===== config.mk =====
export PLATFORM = sky130hd
export DESIGN_NAME = soc_test_sequencer
export DESIGN_NICKNAME = d
export VERILOG_FILES = /design/src/rtl/soc_test_sequencer_pkg.sv /design/src/rtl/soc_test_sequencer_watchdog.sv /design/src/rtl/soc_test_sequencer.sv
export SDC_FILE = /design/constraint.sdc
export NUM_CORES = 1
export LEC_CHECK = 0
export CORE_MARGIN = 10
export CORE_UTILIZATION = 42
export CTS_CLUSTER_DIAMETER = 40
export DETAILED_ROUTE_END_ITERATION = 8
export PLACE_DENSITY_LB_ADDON = 0.15
export SKIP_LAST_GASP = 1
export SLEW_MARGIN = 20
export SYNTH_ARGS = -nofsm -noshare
export SYNTH_HDL_FRONTEND = slang
export SYNTH_SLANG_ARGS = --single-unit

===== constraint.sdc =====
create_clock -name clk -period 7.5 [get_ports clk]
set_input_delay 2.25 -clock clk [delete_from_list [all_inputs] [get_ports clk]]
set_output_delay 2.25 -clock clk [all_outputs]
set_load 0.005 [all_outputs]

===== src/rtl/soc_test_sequencer_pkg.sv =====
// Shared types and constants for the SoC self-test sequencer.
// STALL_DETECT_EN adds the stall-detector constants.
package soc_test_sequencer_pkg;

  localparam int unsigned IDX_W = 4;

`ifdef STALL_DETECT_EN
  localparam int unsigned STALL_LIMIT = 16;
  localparam int unsigned STALL_W     = 5;
`endif

  typedef enum logic [2:0] {
    TS_IDLE = 3'd0,
    TS_CRST = 3'd1,
    TS_LOAD = 3'd2,
    TS_RUN  = 3'd3,
    TS_NEXT = 3'd4,
    TS_DONE = 3'd5
  } ts_state_e;

endpackage


===== src/rtl/soc_test_sequencer_watchdog.sv =====
// Saturating cycle counter with clear/enable.
// expired_c flags the enabled cycle on which the count reaches limit (limit=0 expires at once).
module soc_test_sequencer_watchdog #(
  parameter int unsigned W = 8
) (
  input  logic         clk,
  input  logic         rst,
  input  logic         clr,
  input  logic         en,
  input  logic [W-1:0] limit,
  output logic         expired_c
);

  logic [W-1:0] count;

  always_ff @(posedge clk or negedge rst) begin
    if (!rst) begin
      count <= '0;
    end else if (clr) begin
      count <= '0;
    end else if (en && (count != '1)) begin
      count <= count + W'(1);
    end
  end

  assign expired_c = en && ((limit == '0) || (count == (limit - W'(1))));

endmodule


===== src/rtl/soc_test_sequencer.sv =====
// Sequences NUM_TESTS on-chip self-test programs: core reset, image load, run-to-PASS/FAIL/timeout.
// Optional macro STALL_DETECT_EN adds a repeated-PC stall detector and a sticky stall output.
module soc_test_sequencer
  import soc_test_sequencer_pkg::*;
#(
  parameter int unsigned XLEN         = 32,
  parameter int unsigned NUM_TESTS    = 3,
  parameter int unsigned RST_CYCLES   = 2,
  parameter int unsigned TIMEOUT_W    = 24,
  parameter int unsigned STOP_ON_FAIL = 1
) (
  input  logic                      clk,
  input  logic                      rst,
  input  logic                      start,
  input  logic [NUM_TESTS*XLEN-1:0] pass_addr,
  input  logic [NUM_TESTS*XLEN-1:0] fail_addr,
  input  logic [TIMEOUT_W-1:0]      budget,
  input  logic [XLEN-1:0]           pc,
  input  logic                      pc_valid,
  output logic                      core_rst,
  output logic                      load_req,
  input  logic                      load_ack,
  output logic [IDX_W-1:0]          test_idx,
  output logic                      busy,
  output logic                      done,
  output logic                      all_pass,
  output logic [NUM_TESTS-1:0]      result,
  output logic                      timeout
`ifdef STALL_DETECT_EN
  ,
  output logic                      stall
`endif
);

  localparam int unsigned RW = $clog2(RST_CYCLES + 1);
  localparam logic [IDX_W-1:0] LAST_IDX = IDX_W'(NUM_TESTS - 1);

  ts_state_e              state_q, state_d;
  logic [IDX_W-1:0]       test_idx_d;
  logic [NUM_TESTS-1:0]   result_d;
  logic                   timeout_d, all_pass_d, failed_q, failed_d;
  logic                   core_rst_d, load_req_d, busy_d, done_d;
  logic [XLEN-1:0]        cur_pass, cur_fail;
  logic                   pass_hit, fail_hit;
  logic                   rst_exp_c, budget_exp_c;

  // Select the current test's PASS/FAIL addresses.
  always_comb begin
    cur_pass = '0;
    cur_fail = '0;
    for (int i = 0; i < NUM_TESTS; i++) begin
      if (test_idx == IDX_W'(i)) begin
        cur_pass = pass_addr[i*XLEN +: XLEN];
        cur_fail = fail_addr[i*XLEN +: XLEN];
      end
    end
  end

  assign pass_hit = pc_valid && (pc == cur_pass);
  assign fail_hit = pc_valid && (pc == cur_fail);

  soc_test_sequencer_watchdog #(.W(RW)) u_rst_cnt (
    .clk       (clk),
    .rst       (rst),
    .clr       (state_q != TS_CRST),
    .en        (state_q == TS_CRST),
    .limit     (RW'(RST_CYCLES)),
    .expired_c (rst_exp_c)
  );

  soc_test_sequencer_watchdog #(.W(TIMEOUT_W)) u_budget (
    .clk       (clk),
    .rst       (rst),
    .clr       (state_q != TS_RUN),
    .en        (state_q == TS_RUN),
    .limit     (budget),
    .expired_c (budget_exp_c)
  );

`ifdef STALL_DETECT_EN
  logic [XLEN-1:0] last_pc_q, last_pc_d;
  logic            last_vld_q, last_vld_d;
  logic            stall_d, stall_cyc, stall_hit;

  // A stall cycle retires the same non-PASS pc as the previous retirement.
  assign stall_cyc = (state_q == TS_RUN) && pc_valid && last_vld_q &&
                     (pc == last_pc_q) && (pc != cur_pass);

  soc_test_sequencer_watchdog #(.W(STALL_W)) u_stall (
    .clk       (clk),
    .rst       (rst),
    .clr       ((state_q != TS_RUN) || (pc_valid && !stall_cyc)),
    .en        (stall_cyc),
    .limit     (STALL_W'(STALL_LIMIT)),
    .expired_c (stall_hit)
  );
`endif

  // Next-state and next-output logic.
  always_comb begin
    state_d    = state_q;
    test_idx_d = test_idx;
    result_d   = result;
    timeout_d  = timeout;
    all_pass_d = all_pass;
    failed_d   = failed_q;
`ifdef STALL_DETECT_EN
    stall_d    = stall;
    last_pc_d  = last_pc_q;
    last_vld_d = last_vld_q;
`endif

    case (state_q)
      TS_IDLE, TS_DONE: begin
        if (start) begin
          state_d    = TS_CRST;
          test_idx_d = '0;
          result_d   = '0;
          timeout_d  = 1'b0;
          all_pass_d = 1'b0;
          failed_d   = 1'b0;
`ifdef STALL_DETECT_EN
          stall_d    = 1'b0;
          last_vld_d = 1'b0;
`endif
        end
      end
      TS_CRST: begin
        if (rst_exp_c) state_d = TS_LOAD;
      end
      TS_LOAD: begin
        if (load_ack) state_d = TS_RUN;
      end
      TS_RUN: begin
`ifdef STALL_DETECT_EN
        if (pc_valid) begin
          last_pc_d  = pc;
          last_vld_d = 1'b1;
        end
`endif
        // FAIL beats PASS beats budget when several fire together.
        if (fail_hit) begin
          failed_d = 1'b1;
          state_d  = TS_NEXT;
        end else if (pass_hit) begin
          for (int i = 0; i < NUM_TESTS; i++) begin
            if (test_idx == IDX_W'(i)) result_d[i] = 1'b1;
          end
          state_d = TS_NEXT;
        end else if (budget_exp_c) begin
          failed_d  = 1'b1;
          timeout_d = 1'b1;
          state_d   = TS_NEXT;
        end
`ifdef STALL_DETECT_EN
        else if (stall_hit) begin
          failed_d = 1'b1;
          stall_d  = 1'b1;
          state_d  = TS_NEXT;
        end
`endif
      end
      TS_NEXT: begin
`ifdef STALL_DETECT_EN
        last_vld_d = 1'b0;
`endif
        if ((failed_q && (STOP_ON_FAIL != 0)) || (test_idx == LAST_IDX)) begin
          state_d    = TS_DONE;
          all_pass_d = &result;
        end else begin
          state_d    = TS_CRST;
          test_idx_d = test_idx + IDX_W'(1);
          failed_d   = 1'b0;
        end
      end
      default: state_d = TS_IDLE;
    endcase

    core_rst_d = (state_d != TS_RUN);
    load_req_d = (state_d == TS_LOAD);
    busy_d     = (state_d == TS_CRST) || (state_d == TS_LOAD) ||
                 (state_d == TS_RUN)  || (state_d == TS_NEXT);
    done_d     = (state_d == TS_DONE);
  end

  always_ff @(posedge clk or negedge rst) begin
    if (!rst) begin
      state_q  <= TS_IDLE;
      core_rst <= 1'b1;
      load_req <= 1'b0;
      test_idx <= '0;
      busy     <= 1'b0;
      done     <= 1'b0;
      all_pass <= 1'b0;
      result   <= '0;
      timeout  <= 1'b0;
      failed_q <= 1'b0;
    end else begin
      state_q  <= state_d;
      core_rst <= core_rst_d;
      load_req <= load_req_d;
      test_idx <= test_idx_d;
      busy     <= busy_d;
      done     <= done_d;
      all_pass <= all_pass_d;
      result   <= result_d;
      timeout  <= timeout_d;
      failed_q <= failed_d;
    end
  end

`ifdef STALL_DETECT_EN
  always_ff @(posedge clk or negedge rst) begin
    if (!rst) begin
      stall      <= 1'b0;
      last_pc_q  <= '0;
      last_vld_q <= 1'b0;
    end else begin
      stall      <= stall_d;
      last_pc_q  <= last_pc_d;
      last_vld_q <= last_vld_d;
    end
  end
`endif

endmodule


* Yosys cells after proc, flatten, opt, wreduce, memory -nomap -nowiden
Cells that the tools add are included.
** Word-level totals
- Register bits after elaboration :: 43
- Output and inout bits :: 13
- Input port bits :: 253
- Word-level logic and storage cells :: 117
** Cells by class
- Add/subtract/negate cells :: 4
- Reductions and logical operators :: 28
- Muxes and demuxes :: 38
- Equal/unequal tests :: 33
** Operator list (number)
- $mux W32 :: 6
- $eq A32 B32 Y1 :: 2
- $mux W24 :: 2
- $mux W3 :: 10
- $reduce_and A5 Y1 :: 5
- $add A24 B1 Y24 const B :: 1
- $eq A24 B24 Y1 :: 1
- $logic_not A24 Y1 :: 1
- $ne A24 B24 Y1 const B :: 1
- $sub A24 B1 Y24 const B :: 1
- $ne A2 B2 Y1 const B :: 11
- $pmux W3 S5 :: 1
- $eq A3 B2 Y1 const B :: 4
- $eq A3 B3 Y1 const B :: 4
- $mux W1 :: 10
- $reduce_and A3 Y1 :: 3
- $mux W4 :: 2
- $pmux W4 S2 :: 1
- $reduce_bool A2 Y1 :: 4
- $eq A3 B1 Y1 const B :: 2
- $logic_and A1 B1 Y1 :: 6
- $ne A3 B2 Y1 const B :: 2
- $ne A3 B3 Y1 const B :: 2
- $pmux W3 S2 :: 1
- other kinds (14) :: 20

* Longest topological paths before layout
Gate-level depths: netlist of run 1.
- Word-level depth :: 13
- Depth in mapped cells :: 14
- Gate-level depth less buffers :: 10

* Modules after synthesis
From an unflattened synthesis of run 1, not the netlist that was laid out.
** Second synthesis, totals
- Cells, all modules :: 832
- Area, all modules :: 6251.0 um^2
** By module, submodules not included
- soc_test_sequencer :: area an instance 3988.8 um^2, seq. area each 426.7 um^2, cells each 563, instances 1
- soc_test_sequencer_watchdog at u_budget :: area an instance 2110.8 um^2, seq. area each 600.6 um^2, cells each 254, instances 1
- soc_test_sequencer_watchdog at u_rst_cnt :: area an instance 151.4 um^2, seq. area each 50.0 um^2, cells each 15, instances 1

* Worst setup path after synthesis of run 1
OpenSTA, ideal clock, no wires.
- Kind :: input to register
- Start :: in budget[16]
- End :: reg failed_q
- Required time :: 7.406 ns
- Setup time :: 0.094 ns
- Path buffers :: 1
- Data arrival time :: 4.448 ns
- Path slack :: 2.958 ns
- Cell stages on the path :: 9
- Cells stage by stage :: or3_1 -> buf_2 -> or3_4 -> or4_4 -> xnor2_2 -> o221ai_2 -> o31ai_4 -> o21ai_1 -> a221oi_2
** On the way
- Longest elaborated chain between the ends :: 6
- Elaborated cells between the ends (all ways) :: 7
- Those cells by class :: 1 x add/sub; 2 x eq/ne; 4 x reduce/logical
** RTL lines
- start: declaration :: RTL line soc_test_sequencer.sv:17 : input logic [TIMEOUT_W-1:0] budget,
- $sub A24 B1 Y24 :: RTL line soc_test_sequencer_watchdog.sv:26 : assign expired_c = en && ((limit == '0) || (count == (limit - W'(1))));
- $eq A24 B24 Y1 :: RTL line soc_test_sequencer_watchdog.sv:26
- $logic_or A1 B1 Y1 * :: RTL line soc_test_sequencer_watchdog.sv:26
- $logic_and A1 B1 Y1 * :: RTL line soc_test_sequencer_watchdog.sv:26
- $ne A3 B3 Y1 (no source line) *
- $reduce_and A5 Y1 (no source line) *
- end signal: assignment :: RTL line soc_test_sequencer.sv:208 : failed_q <= failed_d;
- end: declaration :: RTL line soc_test_sequencer.sv:41 : logic timeout_d, all_pass_d, failed_q, failed_d;
Mark *: on every way between the ends. The rest lies on a longest branch, timed or not.
A chain may end at the register's enable or synchronous reset.

* Worst setup path in the final report of run 1
- Start :: in pc[13]
- End :: reg state_q[1]
** On the way
- Longest elaborated chain between the ends :: 5
- Elaborated cells between the ends (all ways) :: 7
- Those cells by class :: 2 x eq/ne; 3 x mux; 2 x reduce/logical
** RTL lines
- start: declaration :: RTL line soc_test_sequencer.sv:18 : input logic [XLEN-1:0] pc,
- $eq A32 B32 Y1 :: RTL line soc_test_sequencer.sv:59 : assign pass_hit = pc_valid && (pc == cur_pass);
- $logic_and A1 B1 Y1 :: RTL line soc_test_sequencer.sv:59
- $mux W3 :: RTL line soc_test_sequencer.sv:145 : end else if (pass_hit) begin
- $mux W3 * :: RTL line soc_test_sequencer.sv:142 : if (fail_hit) begin
- $pmux W3 S5 * :: RTL line soc_test_sequencer.sv:113 : case (state_q)
- net state_d[1] :: RTL line soc_test_sequencer.sv:38 : ts_state_e state_q, state_d;
- end signal: assignment :: RTL line soc_test_sequencer.sv:199 : state_q <= state_d;
- end: declaration :: RTL line soc_test_sequencer.sv:38
The timed path passes the listed nets; every way through them passes the cells marked *.

==> results of run 1 <==
cell type report:
type	instances	area, µm²	share of cell area
Antenna cell	4	10.0	0.00108
Clock buffer	5	125	0.0135
Clock inverter	3	67.6	0.00730
Inverter	50	188	0.0203
Multi-Input combinational cell	719	4870	0.526
Sequential cell	43	1080	0.116
Tap cell	184	230	0.0249
Timing Repair Buffer	270	2690	0.290
registers in the layout, summed over array words and instances (netlist names):
signal / count
result: 3
u_budget.count: 24
done: 1
core_rst: 1
busy: 1
all_pass: 1
state_q: 3
load_req: 1
test_idx: 4
u_rst_cnt.count: 2
timeout: 1
failed_q: 1
metal layers:
metal	vias up	wire length, µm	GRT usage	part of all wire
met2	319	13300	0.434	0.50
met5	-	0	0	0
met3	51	2310	0.0743	0.086
li1	3774	-	-	-
met4	0	935	0.105	0.035
met1	3617	10300	0.269	0.38
cells by family (layout without fill, tap and decap cells):
| group | after synthesis | count (layout) | synth area share |
|---|---|---|---|
| xor gates and xnor gates | 70 | 70 | 0.0973 |
| and+or+nand+nor | 338 | 338 | 0.311 |
| AOI/OAI and AO/OA | 296 | 296 | 0.323 |
| other | 0 | 4 | 0 |
| muxes | 7 | 7 | 0.0112 |
| DFF | 43 | 43 | 0.169 |
| adders and majority gates | 8 | 8 | 0.0157 |
| buffers and inverters | 115 | 328 | 0.0734 |
synth_stat cells (20+ instances only):
cell type	count	area, µm²
dfrtp_1	42	1050
nand3b_1	49	368
clkbuf_1	31	116
nor2_1	55	206
a21oi_1	76	380
xor2_1	36	315
xnor2_1	33	289
nor2b_1	20	125
buf_2	29	145
nand3_1	24	120
a31oi_1	21	131
o21ai_0	43	215
inv_1	48	180
nand2_1	63	236
power by group through the flow:
stage,sequential (mW),combinational (mW),clock [mW]
after floorplan,0.281,0.797,0
after global placement,0.298,1.15,0
after detailed placement,0.299,1.16,0
after CTS,0.295,1.16,0.288
after global routing,0.301,1.28,0.298
final,0.296,1.17,0.284
worst min path at each step:
stage | endpoint
after CTS | all_pass
after global placement | timeout
after global routing | result[0]
final | all_pass
after floorplan | timeout
after detailed placement | timeout
worst min-delay path, stage by stage, from the launching register on:
cell	delay (ns)
dfrtp_1	0.34
o21ai_0	0.07
o21ai_0	0.06
==> metrics.md, run 1 <==
| Metric | Value |
|---|---|
| Status | `complete, no violations` |
| Leakage | `3.39 nW` |
| Top-Level Pins | `266` |
| Synth unique cells | `82` |
| H-tree depth | `2` |
| Dominant synthesized flop cell | `dfrtp_1` |
| DR pass1 iterations | `5` |
| Clock Power Share | `0.163` |
| WP buf/inv | `3` |
| Setup ws final | `2.32 ns` |
| Worst skew pair latency | `0.29 ns` |
| Core box area | `0.0147 mm²` |
| TritonCTS buffer count | `5` |
| Final hold vios | `0` |
| Hold Path Origin | `all_pass` |
| Syn Inst Count | `877` |
| Worst setup path end | `state_q[1]` |
| Fin Setup TNS | `0 ns` |
| Switching Share | `0.440` |
| Pwr Density | `189 mW/mm²` |
| R2R Setup Slk | `2.97 ns` |
| PostCTS Resize Cnt | `0` |
| Initial drt markers | `623` |
| Max-cap violations | `0` |
| Post-DP HPWL | `21600 µm` |
| Commonest cells after routing, fill and taps aside | `264 x clkdlybuf4s50_1, 76 x a21oi_1, 63 x nand2_1` |
| Syn_area_per_cell | `7.27 µm²` |
| Hold buffers post-CTS | `0` |
| Total number of vias | `7761` |
| Reg2Reg Depth | `12` |
| Net Switching | `0.769 mW` |
| Crit-path cells | `clkdlybuf4s50_1 > inv_1 > a2111oi_0 > mux2_2 > a211oi_1 > a2111oi_0 > buf_4 > nand2_1 > o2bb2ai_2 > o22ai_1` |
| Async S/R FF share, synth | `1.00` |
| Slew @ Worst Pin | `1.10 ns` |
| CP max stage cell | `a2111oi_0` |
| Post-CTS Setup Inserts | `0` |
| Initial Util | `0.434` |
| Final setup violation count | `0` |
| Delay-heaviest family, CP | `compound AO/OA/AOI/OAI gates` |
| DP Worst Slack | `2.05 ns` |
| CP Launch Type | `input pin` |
| RSZ-0062 raised after global routing | `false` |
| Synth warn | `0` |
| Layout cells sized above 1 | `0.0404` |
| Final Non-Filler Cells | `1278` |
| Maximum fanout along the worst path | `7` |
| DR WL/cell | `21.1 µm` |
| CP most frequent cell | `a2111oi_0` |
| Gp weighted congestion | `0.925` |
| Die height | `143 µm` |
| Final core occ | `0.630` |
| Tmin final | `5.18 ns` |
| Hold Path Depth | `2` |
| Commonest non-fill, non-tap cell in the layout | `clkdlybuf4s50_1` |
| Die Area | `0.0205 mm²` |
| Worst clock skew | `0.00324 ns` |
| R2r startpoint | `test_idx[0]` |
| Tot Pwr | `1.75 mW` |
| Row cnt | `44` |
| Fin Hold WS | `0.510 ns` |
| Max transition margin | `0.246` |
| Placed cell areas | `0.00905 mm²` |
| Initial antenna violation count | `4` |
| Die width | `143 µm` |
| Final instance area | `0.00926 mm²` |
| Input/output buffers | `265` |
| Seq cells post-synth | `43` |
| Vias in the first global route | `7581` |
| Worst vdd ir | `0.102 mV` |
| Fmax | `0.193 GHz` |
| GR Util All Layers | `0.246` |
| Layout fillers | `1331` |
| Beginning of the critical path | `pc[13]` |
| DRT Wirelength | `26900 µm` |
| Fin crit share | `0.691` |
| WP depth | `10` |
| Via/cell ratio | `6.07` |
| Placed insts | `1266` |
| Final #Nets | `1350` |
| Synthesized area | `0.00638 mm²` |
| Combinational share of power | `0.668` |
| ANT nets after route | `0` |
| Worst-path clk slew | `0.06 ns` |
| Clk root buf | `clkbuf_16` |
| Sequential Power Share | `0.169` |
| Seq/Total Area, Yosys | `0.169` |
| Pint | `0.978 mW` |
| DRC violations left | `0` |
| Worst Setup End Kind | `flip-flop` |
| Worst path arrival time | `5.35 ns` |
| Slew Limit Fails | `0` |
| Critical Path RT | `7.66 ns` |
| CTS tree | `done` |
| P&R area growth vs syn | `45.1%` |
| Net Count, Synth | `1138` |
| EDFF count, synth | `0` |
| Max stage delay on crit path | `1.00 ns` |
| Gr ovfl total | `0` |
| Type of the worst min-delay path | `flip-flop to flip-flop` |
| Clock buffer depth | `2` |
| Critical path type | `input pin to flip-flop` |
| Reg2reg end | `state_q[1]` |
| Clock sink count | `43` |
| Largest net degree at the start of global routing | `81` |
| First-pass GRT wire length | `40400 µm` |
Note: power is estimated with default switching activity, not from simulation.
==> run 2: changes to the inputs <==
- clock period: 7.5 -> 5.31 ns (I/O delays scaled with it)
==> run 2 against run 1 <==
Against the previous run:
- clock power increased by 24%
- sequential share of layout area about the same
- sequential power increased by 42%
- critical path depth decreased by 1
- combinational power increased by 42%
- global-route usage increased by 0.18 points
- clock skew increased by 0.0060 ns
- count of clock-buffer cells in the layout unchanged
- critical endpoint unchanged
==> metrics.md, run 2 (same netlist as run 1, synthesis figures left out) <==
| Metric | Value |
|---|---|
| Clk root buf | `clkbuf_16` |
| Worst-path clk slew | `0.07 ns` |
| Register area | `0.00108 mm²` |
| Vias in the first global route | `7617` |
| Final #Nets | `1353` |
| TritonCTS buffer count | `5` |
| Type of the worst min-delay path | `flip-flop to flip-flop` |
| Total number of vias | `7754` |
| Final setup violation count | `0` |
| Fmax | `0.228 GHz` |
| Layout cells sized above 1 | `0.0430` |
| DRT Wirelength | `27000 µm` |
| H-tree depth | `2` |
| Final hold vios | `0` |
| Worst clock skew | `0.00925 ns` |
| Critical path type | `input pin to flip-flop` |
| Switching Share | `0.447` |
| Commonest non-fill, non-tap cell in the layout | `clkdlybuf4s50_1` |
| Area of the multi-input gates | `0.00487 mm²` |
| Combinational share of power | `0.682` |
| Largest net degree at the start of global routing | `99` |
| Hold buffers post-CTS | `0` |
| Clock Power Share | `0.145` |
| GR Util All Layers | `0.248` |
| Gr ovfl total | `0` |
| R2R Setup Slk | `1.20 ns` |
| P&R area growth vs syn | `45.2%` |
| DRC violations left | `0` |
| Fin Hold WS | `0.487 ns` |
| CP max stage cell | `or4_4` |
| Die width | `143 µm` |
| WP buf/inv | `1` |
| DR WL/cell | `21.0 µm` |
| Worst setup path end | `state_q[1]` |
| Regs by FF count | `u_budget.count (24), test_idx (4)` |
| DR pass1 iterations | `6` |
| First-pass GRT wire length | `40700 µm` |
| Status | `complete, no violations` |
| Reg2reg end | `state_q[1]` |
| CP Launch Type | `input pin` |
| Die height | `143 µm` |
| WP depth | `9` |
| Max stage delay on crit path | `0.54 ns` |
| Pint | `1.34 mW` |
| Post-DP HPWL | `21800 µm` |
| Reg2Reg Depth | `11` |
| Largest register by flop count | `u_budget.count` |
| Worst skew pair latency | `0.29 ns` |
| Sequential Power Share | `0.173` |
| Fin Setup TNS | `0 ns` |
| Commonest cells after routing, fill and taps aside | `264 x clkdlybuf4s50_1, 76 x a21oi_1, 63 x nand2_1` |
| Initial antenna violation count | `5` |
| Layout fillers | `1392` |
| Top-Level Pins | `266` |
| Die Area | `0.0205 mm²` |
| Leakage | `3.40 nW` |
| Pwr Density | `262 mW/mm²` |
| PostCTS Resize Cnt | `0` |
| Beginning of the critical path | `pc[9]` |
| Slew @ Worst Pin | `1.06 ns` |
| Clock buffer depth | `2` |
| Initial Util | `0.434` |
| Input/output buffers | `265` |
| Maximum fanout along the worst path | `6` |
| Delay-heaviest family, CP | `simple AND/OR/NAND/NOR gates` |
| Max reg flops | `24` |
| Critical Path RT | `5.47 ns` |
| Fin crit share | `0.826` |
| Worst vdd ir | `0.139 mV` |
| Post-CTS Setup Inserts | `0` |
| Max transition margin | `0.288` |
| Tmin final | `4.39 ns` |
| Via/cell ratio | `6.04` |
| Initial drt markers | `622` |
| Worst Setup End Kind | `flip-flop` |
| Crit-path cells | `clkdlybuf4s50_1 > and3b_4 > a2111oi_4 > o211ai_1 > or4_1 > or4_4 > nor4_4 > o2bb2ai_2 > o22ai_1` |
| R2r startpoint | `test_idx[1]` |
| Core box area | `0.0147 mm²` |
| Clock sink count | `43` |
| Row cnt | `44` |
| Max-cap violations | `0` |
| ANT nets after route | `0` |
| Slew Limit Fails | `0` |
| Worst path arrival time | `4.55 ns` |
| CTS tree | `done` |
| Gp weighted congestion | `0.910` |
| Net Switching | `1.08 mW` |
| RSZ-0062 raised after global routing | `false` |
-- run 2: cell types whose count changed in the layout (fill, tap and decap cells not counted), sizes merged --
cell	delta
buf	+3
clkinv	+2
diode	+2
bufinv	-1
clkinvlp	-1
-- run 2: power by group through the flow --
| stage | registers, mW | clock network (mW) | logic (mW) |
|---|---|---|---|
| global route | 0.425 | 0.371 | 1.82 |
| floorplan | 0.397 | 0 | 1.13 |
| global placement | 0.422 | 0 | 1.63 |
| detailed placement | 0.424 | 0 | 1.64 |
| finish | 0.419 | 0.353 | 1.66 |
| CTS | 0.419 | 0.358 | 1.65 |
-- run 2: area by class of cell --
class / instances / area share
clock buffer: 5 / 0.0135
sequential: 43 / 0.116
tap: 184 / 0.0249
clock inverter: 3 / 0.00473
antenna: 6 / 0.00162
inverter: 50 / 0.0203
multi-input combinational: 719 / 0.526
timing repair buffer: 273 / 0.292
-- run 2: how the worst min path moves through the flow --
stage / from / endpoint / slack (ns) / depth (start not counted)
2_1_floorplan: timeout / timeout / 0.48 / 2
3_3_place_gp: timeout / timeout / 0.49 / 2
4_1_cts: timeout / timeout / 0.50 / 2
5_1_grt: timeout / timeout / 0.52 / 2
3_5_place_dp: timeout / timeout / 0.48 / 2
6_report: timeout / timeout / 0.49 / 2
-- run 2: through the flow --
step	power (mW)	utilization	cells	setup slack, ns	cell area (µm²)
finish	2.43	0.630	1283	0.925	9260
global route	2.62	0.630	1282	0.721	9260
CTS	2.43	0.629	1277	0.744	9240
detailed placement	2.06	0.617	1269	0.426	9070
global placement	2.05	0.617	1269	0.659	9070
floorplan	1.52	-	877	1.43	6380
-- run 2: layer usage --
metal / wire length, µm / global-route usage / vias up
met5: 0 / 0 / -
met4: 686 / 0.0983 / 0
met3: 2330 / 0.0796 / 35
met2: 13600 / 0.439 / 290
met1: 10300 / 0.270 / 3655
li1: - / - / 3774
-- run 2: worst reg2reg max path: cells and delay by family, from the launching register on --
family          cells  cell delay [ns]
fa+ha+maj           1             0.70
compound gates      6             2.08
mux                 1             0.24
buf+inv             2             0.41
simple gates        1             0.09
flops               1             0.47
